## config.mk

```make
export PLATFORM = sky130hd
export DESIGN_NAME = ysyx_23060111_mem_arbiter
export DESIGN_NICKNAME = d
export VERILOG_FILES = /design/src/rtl/ysyx_23060111_mem_arbiter.sv
export SDC_FILE = /design/constraint.sdc
export NUM_CORES = 1
export LEC_CHECK = 0
export CORE_ASPECT_RATIO = 0.6
export CORE_MARGIN = 2
export CORE_UTILIZATION = 38
export DETAILED_ROUTE_END_ITERATION = 16
export HOLD_SLACK_MARGIN = 0.06
export PLACE_DENSITY = 0.84
export SETUP_SLACK_MARGIN = 0.15
export SLEW_MARGIN = 20
export SYNTH_ARGS = -nofsm -noshare
export SYNTH_HDL_FRONTEND = slang
export SYNTH_SLANG_ARGS = --single-unit
```

## constraint.sdc

```tcl
create_clock -name clk -period 1.9 [get_ports clk]
set_input_delay 0.19 -clock clk [delete_from_list [all_inputs] [get_ports clk]]
set_output_delay 0.19 -clock clk [all_outputs]
set_load 0.02 [all_outputs]
```

## src/rtl/ysyx_23060111_mem_arbiter.sv

```systemverilog
// rtl/ysyx_23060111_mem_arbiter.sv - round-robin IFU/LSU arbiter for the single memory port
module ysyx_23060111_mem_arbiter #(
    parameter int ADDR_W = 32,
    parameter int DATA_W = 32,
    parameter int MASK_W = 8
) (
    input  logic              clk,
    input  logic              rst,
    input  logic              ifu_req_valid,
    output logic              ifu_req_ready,
    input  logic [ADDR_W-1:0] ifu_addr,
    output logic              ifu_resp_valid,
    output logic [DATA_W-1:0] ifu_rdata,
    input  logic              lsu_req_valid,
    output logic              lsu_req_ready,
    input  logic [ADDR_W-1:0] lsu_addr,
    input  logic              lsu_wen,
    input  logic [DATA_W-1:0] lsu_wdata,
    input  logic [MASK_W-1:0] lsu_wmask,
    output logic              lsu_resp_valid,
    output logic [DATA_W-1:0] lsu_rdata,
    output logic              mem_req_valid,
    input  logic              mem_req_ready,
    output logic [ADDR_W-1:0] mem_addr,
    output logic [DATA_W-1:0] mem_wdata,
    output logic [MASK_W-1:0] mem_wmask,
    output logic              mem_wen,
    input  logic              mem_resp_valid,
    input  logic [DATA_W-1:0] mem_rdata
);

    typedef enum logic [1:0] {
        IDLE = 2'd0,
        REQ  = 2'd1,
        WAIT = 2'd2,
        RESP = 2'd3
    } state_t;

    state_t state, state_nxt;
    logic   own;
    logic   prio;
    logic   grant_lsu;
    logic   handshake;

    // LSU wins when it is the only requester, or both request and it holds priority.
    assign grant_lsu = lsu_req_valid & (~ifu_req_valid | prio);

    always_comb begin
        ifu_req_ready = 1'b0;
        lsu_req_ready = 1'b0;
        if (!rst && state == IDLE) begin
            ifu_req_ready = ifu_req_valid & ~grant_lsu;
            lsu_req_ready = grant_lsu;
        end
    end

    assign handshake = (ifu_req_valid & ifu_req_ready) | (lsu_req_valid & lsu_req_ready);

    always_comb begin
        state_nxt = state;
        case (state)
            IDLE: if (handshake) state_nxt = REQ;
            REQ:  if (mem_req_ready) state_nxt = WAIT;
            WAIT: if (mem_resp_valid) state_nxt = RESP;
            RESP: state_nxt = IDLE;
            default: state_nxt = IDLE;
        endcase
    end

    assign mem_req_valid  = (state == REQ);
    assign ifu_resp_valid = (state == RESP) & ~own;
    assign lsu_resp_valid = (state == RESP) & own;

    always_ff @(posedge clk) begin
        if (rst) begin
            state     <= IDLE;
            own       <= 1'b0;
            prio      <= 1'b0;
            mem_addr  <= '0;
            mem_wdata <= '0;
            mem_wmask <= '0;
            mem_wen   <= 1'b0;
            ifu_rdata <= '0;
            lsu_rdata <= '0;
        end else begin
            state <= state_nxt;
            if (state == IDLE && handshake) begin
                own  <= grant_lsu;
                prio <= ~grant_lsu;
                if (grant_lsu) begin
                    mem_addr  <= lsu_addr;
                    mem_wdata <= lsu_wdata;
                    mem_wmask <= lsu_wmask;
                    mem_wen   <= lsu_wen;
                end else begin
                    mem_addr  <= ifu_addr;
                    mem_wdata <= '0;
                    mem_wmask <= '0;
                    mem_wen   <= 1'b0;
                end
            end
            if (state == WAIT && mem_resp_valid) begin
                if (own) lsu_rdata <= mem_rdata;
                else     ifu_rdata <= mem_rdata;
            end
        end
    end

endmodule

```

==> run summary <==
Worst Setup SP: state[0]$_SDFFE_PP0P_
Yosys reg bits: 141
DR vias/cell: 5.04
Die X: 152 um
vias in the first global route: 4997
die area: 14100 um^2
CTS Buffer Depth: 2
Setup-failing EPs final: 0
critical path's slowest cell: dlygate4sd2_1
ys async rst share: 0
detailed-route via count: 5156
clk_lat worst skew: 400 ps
max cap viols: 0
worst reg2reg path startpoint: state[0]$_SDFFE_PP0P_
initial antenna violation count: 0
Clock Skews: 10.5 ps
Design Area, Final: 8680 um^2
final hold vios: 0
Tot GR Track Use: 0.227
Crit path arrival time: 1510 ps
crit-path max FO: 3
I/O pins: 285
DRC viols: 0
Final Total Pwr: 9.27 mW
Slew Viols, Final: 0
clock tree sinks: 141
multi-input logic area: 1950 um^2
hold crit path type: in2reg
final WL: 16.7 mm
post-synthesis sequential area ratio: 0.566
Setup Crit Path Kind: reg2out
number of H-tree levels: 4
slowest stage delay, CP: 330 ps
# diodes: 0
RSZ-0062 raised after global routing: yes
Post-synth EDFFs: 0
cell breakdown of the critical path: buf_4 -> ha_1 -> and2_1 -> dlygate4sd2_1
CTS buffer count: 17
core area: 12800 um^2
layout cells sized above 1: 0.0773
fin crit share: 0.896
nets: 990
Worst-Margin Slew: 763 ps
Highest Clock Rate: 587 MHz
Tmin final: 1700 ps
P_leak: 3.12 nW
Starting Density: 0.389
drt wl/cell: 16.3 um
Primary FF master, synth: dfxtp_1
Worst setup SP type: register
Peak VDD IR: 0.000598 V
TritonCTS clock tree: built
Crit path required time: 1710 ps
PD cells: 1070 nW/um^2
filler cell count: 1053
Rows: 32
Synth Area per Inst: 8.83 um^2
hold_buf cts: 0
Synth Cell Area: 4990 um^2
CTS root buf: clkbuf_16
Synth cell types: 27
ANT nets after route: 0
Starting DRT DRC Count: 375
clk slew on worst S/H paths: 60 ps
Critical Path End Type: output pin
GP Congestion: 0.776
largest net degree at the start of global routing: 74
Yosys warnings: 0
DP Wirelength: 12.0 mm
hold_sp: rst
first-pass GRT wire length: 25.8 mm
Reg area: 2820 um^2
die height: 92.8 um
placed standard-cell area: 8050 um^2
IO Port Bufs: 284
Syn Inst Count: 565
commonest cells after routing, fill and taps aside: 278 x clkdlybuf4s50_1, 141 x dfxtp_1, 133 x nand2_1
Max-slew headroom: 0.492
Area Overhead vs Synth: 74.0%
Initial DRT Pass Iterations: 8
most common cell after layout, fill and taps aside: clkdlybuf4s50_1
run status: complete, no violations
syn nets: 713
final global-route overflow total: 0
==> stage by stage <==
step | setup WS (ps) | TNS (ps) | hold slack [ps] | util | std cells
2_1_floorplan | 229 | 0 | 305 | - | 565
3_3_place_gp | -42.5 | -130 | 441 | 0.628 | 990
3_5_place_dp | -95.0 | -1430 | 446 | 0.628 | 990
4_1_cts | 28.3 | 0 | 137 | 0.677 | 1022
5_1_grt | 140 | 0 | 190 | 0.678 | 1024
6_report | 197 | 0 | 147 | 0.678 | 1024
==> worst max-delay path, delay by kind of cell, from the launching register on <==
family / cells / cell delay (ps)
adders and majority gates: 1 / 190
and+or+nand+nor: 1 / 140
DFF: 1 / 320
buffers and inverters: 2 / 470
==> cells in the mapped netlist, types with 3 or more instances <==
| master | instances | area, um^2 |
|---|---|---|
| nor2b_1 | 3 | 18.8 |
| ha_1 | 5 | 62.6 |
| nand2_1 | 133 | 499 |
| inv_1 | 4 | 15.0 |
| a21oi_1 | 67 | 335 |
| clkbuf_1 | 28 | 105 |
| nor2_1 | 75 | 282 |
| a22oi_1 | 41 | 308 |
| a222oi_1 | 32 | 320 |
| dfxtp_1 | 141 | 2820 |
| buf_2 | 20 | 100 |
==> power breakdown <==
group	leakage, nW	total, mW	switching (mW)	internal (mW)
Clock	0.282	3.32	1.33	2.00
Combinational	1.70	2.54	1.29	1.25
Sequential	1.14	3.41	0.165	3.24
==> area by class of cell <==
| type | instances | area share |
|---|---|---|
| clock buffers | 18 | 0.0506 |
| clock inverters | 13 | 0.0179 |
| inverters | 5 | 0.00216 |
| multi-input cells | 369 | 0.225 |
| flip-flops and latches | 141 | 0.325 |
| well taps | 170 | 0.0245 |
| repair buffers | 308 | 0.355 |
==> sequential cells by signal, summed over array words and instances (netlist names) <==
name       flops
ifu_rdata     32
lsu_rdata     32
mem_addr      32
mem_wdata     32
mem_wmask      8
state          2
mem_wen        1
own            1
prio           1
==> metal layers <==
layer / wire length [um] / global-route usage
met4: 134 / 0.0631
met3: 1280 / 0.0721
met5: 0 / 0
met2: 8100 / 0.389
met1: 7190 / 0.278
==> repair_timing <==
item                       in CTS  in global routing
gates resized for setup        16                  5
pin swaps                       1                  3
setup buffers                   1                  2
hold endpoints to repair        0                  0
setup endpoints to repair      44                 75
==> logic make-up (layout without fill, tap and decap cells) <==
kind of cell             count (synthesis)  count (layout)  synth area share
multiplexers                             1               1           0.00201
AO/OA/AOI/OAI                          146             146             0.203
buffers and inverters                   55             344            0.0481
flip-flops                             141             141             0.566
AND/OR/NAND/NOR                        217             217             0.169
adder cells (fa/ha/maj)                  5               5            0.0125
==> worst paths after layout <==
kind                           endpoint  cells after the start  slack (ps)
max                      lsu_resp_valid                      4         200
min               state[1]$_SDFFE_PP0P_                      4         150
max reg2reg   mem_addr[17]$_SDFFE_PP0P_                      8         250
min reg2reg  ifu_rdata[10]$_SDFFE_PP0P_                      2         450
Note: power is estimated with default switching activity, not from simulation.
